### src/rtl/ibex_rf_backing_store.sv
// Architectural register backing store with a write buffer and an in-order miss-fill responder.
// Define IBEX_RF_BS_FWD_EN to forward buffered writes into read launches instead of stalling them.
module ibex_rf_backing_store #(
   parameter int unsigned DataWidth   = 32,
   parameter int unsigned AddrWidth   = 5,
   parameter int unsigned ReadLatency = 2,
   parameter int unsigned WbDepth     = 2
) (
   input  logic                 clk_i,
   input  logic                 rst_ni,
   input  logic                 req_valid_i,
   output logic                 req_ready_o,
   input  logic [AddrWidth-1:0] req_addr_i,
   input  logic                 req_tag_i,
   output logic                 rsp_valid_o,
   input  logic                 rsp_ready_i,
   output logic [AddrWidth-1:0] rsp_addr_o,
   output logic                 rsp_tag_o,
   output logic [DataWidth-1:0] rsp_data_o,
   input  logic                 wr_valid_i,
   output logic                 wr_ready_o,
   input  logic [AddrWidth-1:0] wr_addr_i,
   input  logic [DataWidth-1:0] wr_data_i,
   output logic                 busy_o
);
   // state | meaning
   // IDLE  | no read in flight
   // WAIT  | storage read in progress, latency counter running down
   // RESP  | response presented and held until rsp_ready_i
   typedef enum logic [1:0] {S_IDLE, S_WAIT, S_RESP} state_e;

   localparam int unsigned NumRegs = 2 ** AddrWidth;
   localparam logic [1:0]  LoadCnt = 2'(ReadLatency - 1);
   localparam logic [2:0]  WbFull  = 3'(WbDepth);

   state_e state_q, state_d;
   logic [1:0] cnt_q, cnt_d;

   logic [NumRegs-1:0][DataWidth-1:0] rf_q;

   logic [1:0][AddrWidth-1:0] rq_addr_q;
   logic [1:0]                rq_tag_q;
   logic                      rq_wptr_q, rq_rptr_q;
   logic [1:0]                rq_cnt_q;

   logic [WbDepth-1:0][AddrWidth-1:0] wb_addr_q;
   logic [WbDepth-1:0][DataWidth-1:0] wb_data_q;
   logic [2:0]                        wb_cnt_q;

   logic                 req_push, wb_push, wr_fire;
   logic                 wb_full, wb_empty;
   logic                 can_take, launch, drain, hazard_ok, fwd_hit;
   logic [2:0]           wb_wr_idx;
   logic [AddrWidth-1:0] head_addr;
   logic                 head_tag;
   logic [DataWidth-1:0] launch_data;

   assign wb_full     = (wb_cnt_q == WbFull);
   assign wb_empty    = (wb_cnt_q == 3'd0);
   assign req_ready_o = (rq_cnt_q != 2'd2);
   assign wr_ready_o  = !wb_full;
   assign req_push    = req_valid_i && req_ready_o;
   assign wr_fire     = wr_valid_i && wr_ready_o;
   assign wb_push     = wr_fire && (wr_addr_i != '0);
   assign head_addr   = rq_addr_q[rq_rptr_q];
   assign head_tag    = rq_tag_q[rq_rptr_q];

   always_comb begin
      fwd_hit = 1'b0;
      for (int i = 0; i < WbDepth; i++) begin
         if ((3'(i) < wb_cnt_q) && (wb_addr_q[i] == head_addr)) begin
            fwd_hit = 1'b1;
         end
      end
   end

`ifdef IBEX_RF_BS_FWD_EN
   logic [DataWidth-1:0] fwd_data;

   // Later entries are younger, so the last match wins.
   always_comb begin
      fwd_data = '0;
      for (int i = 0; i < WbDepth; i++) begin
         if ((3'(i) < wb_cnt_q) && (wb_addr_q[i] == head_addr)) begin
            fwd_data = wb_data_q[i];
         end
      end
   end

   assign hazard_ok   = 1'b1;
   assign launch_data = (head_addr == '0) ? '0 : (fwd_hit ? fwd_data : rf_q[head_addr]);
`else
   assign hazard_ok   = !fwd_hit;
   assign launch_data = (head_addr == '0) ? '0 : rf_q[head_addr];
`endif

   // The array is single-ported: a full buffer always wins, otherwise reads go first.
   assign can_take = (state_q == S_IDLE) || ((state_q == S_RESP) && rsp_ready_i);
   assign launch   = (rq_cnt_q != 2'd0) && can_take && !wb_full && hazard_ok;
   assign drain    = wb_full || (!launch && !wb_empty);

   assign wb_wr_idx = drain ? (wb_cnt_q - 3'd1) : wb_cnt_q;

   always_comb begin
      state_d = state_q;
      cnt_d   = cnt_q;
      if (launch) begin
         cnt_d   = LoadCnt;
         state_d = (LoadCnt == 2'd0) ? S_RESP : S_WAIT;
      end else begin
         case (state_q)
            S_WAIT: begin
               cnt_d = cnt_q - 2'd1;
               if (cnt_d == 2'd0) begin
                  state_d = S_RESP;
               end
            end
            S_RESP: begin
               if (rsp_ready_i) begin
                  state_d = S_IDLE;
               end
            end
            default: ;
         endcase
      end
   end

   always_ff @(posedge clk_i or negedge rst_ni) begin
      if (!rst_ni) begin
         state_q    <= S_IDLE;
         cnt_q      <= 2'd0;
         rsp_addr_o <= '0;
         rsp_tag_o  <= 1'b0;
         rsp_data_o <= '0;
      end else begin
         state_q <= state_d;
         cnt_q   <= cnt_d;
         if (launch) begin
            rsp_addr_o <= head_addr;
            rsp_tag_o  <= head_tag;
            rsp_data_o <= launch_data;
         end
      end
   end

   always_ff @(posedge clk_i or negedge rst_ni) begin
      if (!rst_ni) begin
         rq_addr_q <= '0;
         rq_tag_q  <= '0;
         rq_wptr_q <= 1'b0;
         rq_rptr_q <= 1'b0;
         rq_cnt_q  <= 2'd0;
      end else begin
         if (req_push) begin
            rq_addr_q[rq_wptr_q] <= req_addr_i;
            rq_tag_q[rq_wptr_q]  <= req_tag_i;
            rq_wptr_q            <= !rq_wptr_q;
         end
         if (launch) begin
            rq_rptr_q <= !rq_rptr_q;
         end
         rq_cnt_q <= rq_cnt_q + {1'b0, req_push} - {1'b0, launch};
      end
   end

   // Write buffer is a shift queue with the head at index 0.
   always_ff @(posedge clk_i or negedge rst_ni) begin
      if (!rst_ni) begin
         wb_addr_q <= '0;
         wb_data_q <= '0;
         wb_cnt_q  <= 3'd0;
         rf_q      <= '0;
      end else begin
         if (drain) begin
            rf_q[wb_addr_q[0]] <= wb_data_q[0];
            for (int i = 0; i < WbDepth - 1; i++) begin
               wb_addr_q[i] <= wb_addr_q[i+1];
               wb_data_q[i] <= wb_data_q[i+1];
            end
         end
         for (int i = 0; i < WbDepth; i++) begin
            if (wb_push && (3'(i) == wb_wr_idx)) begin
               wb_addr_q[i] <= wr_addr_i;
               wb_data_q[i] <= wr_data_i;
            end
         end
         wb_cnt_q <= wb_cnt_q + {2'b0, wb_push} - {2'b0, drain};
      end
   end

   assign rsp_valid_o = (state_q == S_RESP);
   assign busy_o      = (rq_cnt_q != 2'd0) || (state_q != S_IDLE) || !wb_empty;

endmodule

### config.mk
export PLATFORM = sky130hd
export DESIGN_NAME = ibex_rf_backing_store
export DESIGN_NICKNAME = d
export VERILOG_FILES = /design/src/rtl/ibex_rf_backing_store.sv
export SDC_FILE = /design/constraint.sdc
export NUM_CORES = 2
export LEC_CHECK = 0
export CORE_ASPECT_RATIO = 1.75
export CORE_MARGIN = 3
export CORE_UTILIZATION = 60
export CTS_CLUSTER_DIAMETER = 50
export DETAILED_ROUTE_END_ITERATION = 12
export GPL_TIMING_DRIVEN = 0
export PLACE_DENSITY = 0.85
export SYNTH_ARGS = -nofsm -noshare
export SYNTH_HDL_FRONTEND = slang
export SYNTH_SLANG_ARGS = --single-unit
### constraint.sdc
create_clock -name clk_i -period 5.4 [get_ports clk_i]
set_input_delay 0.54 -clock clk_i [delete_from_list [all_inputs] [get_ports clk_i]]
set_output_delay 0.54 -clock clk_i [all_outputs]
set_load 0.02 [all_outputs]
### Yosys cells after proc, flatten, opt, wreduce, memory -nomap -nowiden

Index checks and enable logic that the tools add are counted.

* input bits: 48
* register bits: 1159
* word-level logic and storage cells: 136

* eq/ne operators: 9
* multiplexer cells: 29
* reduce and logical (&&, ||, !) cells: 36
* $add $sub $neg: 6
* magnitude comparators: 8

Operator list (count)
* $bwmux 1024: 1
* $bmux 32 s5: 1
* $demux 32 s5: 1
* $mux 32: 5
* $mux 5: 5
* $logic_and 1x1->1: 14
* $lt 5x6->1 const B: 2
* $bwmux 10: 1
* $eq 5x5->1: 2
* $mux 2: 5
* $reduce_bool 2->1: 4
* $logic_not 1->1: 6
* $logic_not 3->1: 2
* $lt 1x3->1 const A: 2
* $demux 5 s1: 1
* $ge 5x1->1 const B: 1
* $logic_not 5->1: 1
* $mux 1: 5
* $reduce_bool 5->1: 1
* $logic_not 2->1: 2
* $logic_or 1x1->1: 4
* $lt 1x2->1 const B: 2
* $pmux 2 s2: 1
* $add 3x1->3: 1
* 18 further kinds: 18

### Depth between registers and ports, before layout

* depth in word-level cells: 15
* mapped depth: 13
* mapped depth without buffers: 12

### Worst setup path after synthesis

Ideal clock, no wire load.

* path kind: reg2reg
* from: register wb_cnt_q[0]
* to: register wb_cnt_q[2]
* path slack: 1.888 ns
* path buffers: 1
* cell stages (with the launch flop): 13
* arrival time: 3.389 ns
* clock period less this slack: 3.512 ns
* library setup time: 0.123 ns
* cells stage by stage: dfrtp_1 -> inv_1 -> ha_1 -> a2111oi_0 -> a21bo_2 -> o21ai_2 -> buf_6 -> clkinv_1 -> ha_1 -> inv_1 -> ha_1 -> fa_1 -> xnor2_1

* longest elaborated chain between the ends: 10
* elaborated cells between the ends (all ways): 20
* those cells by class: add/sub (2); order compare (2); eq/ne (1); mux (2); reduce/logical (13)

Ends and longest elaborated chain
* start, declared: RTL line 48 `logic [2:0] wb_cnt_q;`
* start signal, assigned: RTL line 187 `wb_cnt_q <= wb_cnt_q + {2'b0, wb_push} - {2'b0, drain};`
* $lt 1x3->1: RTL line 71 `if ((3'(i) < wb_cnt_q) && (wb_addr_q[i] == head_addr)) begin`
* $logic_and 1x1->1: RTL line 71
* $mux 1 (2 in series): RTL line 71
* $logic_not 1->1: RTL line 93 `assign hazard_ok = !fwd_hit;`
* $logic_and 1x1->1: RTL line 99 `assign launch = (rq_cnt_q != 2'd0) && can_take && !wb_full && hazard_ok;`
* $logic_not 1->1: RTL line 100 `assign drain = wb_full || (!launch && !wb_empty);`
* $logic_and 1x1->1: RTL line 100
* $logic_or 1x1->1: RTL line 100
* $sub 3x1->3 *: RTL line 187

Mark *: on every way between the ends. The rest lies on a longest branch, timed or not.
A chain may end at the register's enable or synchronous reset.

### Worst setup path in the final report

* from: register rq_rptr_q
* to: register rsp_data_o[30]

* longest elaborated chain between the ends: 8
* elaborated cells between the ends (all ways): 14
* those cells by class: eq/ne (2); mux (7); reduce/logical (5)

Ends and longest elaborated chain
* start, declared: RTL line 43 `logic rq_wptr_q, rq_rptr_q;`
* start signal, assigned: RTL line 160 `rq_rptr_q <= !rq_rptr_q;`
* $mux 5 (implied by the code) * (2 in series): RTL line 65 `assign head_addr = rq_addr_q[rq_rptr_q];`
* branches (longest 6 deep; another with $bmux 32 s5)
* end signal, assigned: RTL line 141 `rsp_data_o <= launch_data;`
* end, declared: RTL line 19 `output logic [DataWidth-1:0] rsp_data_o,`

Every way passes the cells marked *. The select of a mux whose other input is x is not followed.

==> run metrics <==
Vias per Instance=roughly 6.4; first-pass GRT wire length=about 210000 um; Port Buffers=about 90; outcome=finished, final reports clean; largest net degree at the start of global routing=187; Fin. Hold Viols=0; fin nets=approximately 3800; PnR worst setup slack=roughly 0.11 ns; critical-path cell list=buf_2 > mux2i_2 > buf_2 > clkbuf_1 > buf_2 > mux4_2 > nand2_1 > a311oi_1 > a31oi_1 > o21ai_0; drt first-iter violations=2731; dpl ws=0.315 ns; Post-synth top flop=dfrtp_1; initial core utilization=0.606; total power draw=40.5 mW; slowest stage delay, CP=0.92 ns; Arr. time, crit path=roughly 6 ns; Worst-Skew Late Latency=0.70 ns; detailed placer's ending HPWL=100000 um; most frequent cells in the layout=dfrtp_1 (1159), mux2_2 (969), nand2_1 (303); Slew HR=0.0968; Hold Crit Class=input pin to async pin; Setup-failing EPs final=0; vias in the first global route=34500; synthesized area=52600 um2; DRT Wirelength=140000 um; CTS clk-pin slew, worst paths=0.07 ns; TritonCTS Sinks=1159; DR WL/cell=28.3 um; max-capacitance violation count=0; synth warn=0; Syn Nets=3581; die width=approximately 230 um; Worst Setup End Kind=flip-flop; min Tclk post-route=5.29 ns; postcts setup bufs=0; asr flop ratio synth=1.00; CP max stage cell=mux2i_2; Syn Inst Count=3522; Resized cells post-CTS=0; Syn-to-layout area delta=11.5%; layout cells sized above 1=0.411; FF-to-FF path depth=10; Num CTS Buffers=99; Detailed Routing Iterations Pass 1=7; post-synth top area share=0.552; CTS HTree Levels=3; die height=398 um; Worst Skew=0.0265 ns; top cells by area, synth=dfrtp_1 (55%), mux2_2 (21%), mux4_2 (11%); r2r startpoint=rq_rptr_q; mean area per synthesized cell=approximately 15 um2; R2R setup slack=0.11 ns; # diodes=0; IO Count=90; Max FO, Critical Path=10; VDD IR max=0.368 mV; Root Buffer=clkbuf_16; Slew @ Worst Pin=between 1 and 1.5 ns; Remaining DRCs=0; max frequency=0.189 GHz; CP most frequent cell=buf_2; row count=143; Post-synth EDFFs=0; remaining antenna violation count after routing=0; core footprint=~87000 um2; power density cells=~690 nW/um2; DR vias=31900; unrepaired setup endpoints after global routing=no; Setup TNS Final=0 ns; TritonCTS clock tree=done; commonest non-fill, non-tap cell in the layout=dfrtp_1; die footprint=91400 um2; register area share after synthesis=0.552; initial antenna violation count=0; number of synthesized register bits=1159; kind of start point of the critical path=flip-flop; gpl congestion=0.925; CTS Hold Bufs=1; clock buffer depth=3; GRT overflow=0; critical path class=flip-flop to flip-flop; Filler cells=5753; crit share post-route=0.980; fin. max-slew vios=0; Yosys top cell by area=dfrtp_1; Worst R2R End=rsp_data_o[30]; Data required, critical path=6.00 ns; Overall Global Routing Usage=0.312; Static Leak=26.4 nW; number of distinct library cells after synthesis=between 40 and 50
==> power breakdown <==
| group | total, mW | switching (mW) | internal (mW) |
|---|---|---|---|
| Clock | 7.63 | 3.29 | 4.34 |
| Sequential | 14.5 | 2.31 | 12.2 |
| Combinational | 18.4 | 10.1 | 8.26 |
==> final cells by class <==
class / instances / area, um2 / share of cell area
Clock inverter: 43 / 524 / 0.00894
Buffer: 321 / 1450 / 0.0247
Tap cell: 1160 / 1450 / 0.0248
Clock buffer: 140 / 2950 / 0.0503
Sequential cell: 1159 / 29000 / 0.495
Multi-Input combinational cell: 2029 / 22100 / 0.377
Timing Repair Buffer: 97 / 1110 / 0.0190
Inverter: 13 / 48.8 / 0.000833
==> critical path, delay by kind of cell (launching register included) <==
kind                   cells  cell delay (ns)
multiplexers               2             1.29
AO/OA/AOI/OAI              3             1.38
flip-flops                 1             0.32
AND/OR/NAND/NOR            1             0.07
buffers and inverters      4             2.10
==> flip-flops by register name, indices dropped and copies added, names as in the netlist <==
signal and flops:
rf_q 1024, wb_data_q 64, rsp_data_o 32, rq_addr_q 10, wb_addr_q 10, rsp_addr_o 5, wb_cnt_q 3, cnt_q 2
rq_cnt_q 2, rq_tag_q 2, state_q 2, rq_rptr_q 1, rq_wptr_q 1, rsp_tag_o 1
==> cell usage after synthesis, types with 26 or more instances <==
cell type / instances
o21ai_0: 42
a31oi_1: 33
and3_1: 32
mux2_2: 969
nand2_1: 303
nand3_1: 68
a311oi_1: 32
buf_2: 116
dfrtp_1: 1159
mux4_2: 256
buf_1: 26
mux2_1: 180
clkbuf_1: 163
nor2_1: 28
==> stage by stage <==
step	utilization	std cells	hold WS (ns)	instance area (um2)
finish	0.675	4962	0.402	58600
global route	0.675	4962	0.413	58600
CTS	0.675	4962	0.375	58600
detailed placement	0.635	4778	0.459	55100
global placement	0.633	4771	0.461	54900
floorplan	-	3522	0.244	52600
==> worst max path at each step <==
stage                     slack, ns  depth (start not counted)             end        start
after floorplan                1.89                         12     wb_cnt_q[2]  wb_cnt_q[0]
after global placement       -47.35                          1       rf_q[197]       rst_ni
after detailed placement       0.31                         10  rsp_data_o[30]    rq_rptr_q
after CTS                      0.27                         10  rsp_data_o[30]    rq_rptr_q
after global routing           0.08                         10   rsp_data_o[5]    rq_rptr_q
final                          0.11                         10  rsp_data_o[30]    rq_rptr_q
==> logic make-up (layout without fill, tap and decap cells) <==
logic type	count (synthesis)	count (layout)	synth area share
and+or+nand+nor	467	467	0.0407
AOI/OAI and AO/OA	124	124	0.0167
adders and majority gates	11	11	0.00276
DFF	1159	1159	0.552
xor gates and xnor gates	16	16	0.00267
buffers and inverters	334	614	0.0285
muxes	1411	1411	0.357
==> per-layer routing <==
| layer | wire [um] | track usage | vias up |
|---|---|---|---|
| met5 | 0 | 0 | - |
| met3 | 7920 | 0.0487 | 513 |
| met2 | 68700 | 0.513 | 1253 |
| li1 | - | - | 13200 |
| met4 | 14900 | 0.272 | 0 |
| met1 | 49000 | 0.357 | 16900 |
(Power assumes the default switching activity.)
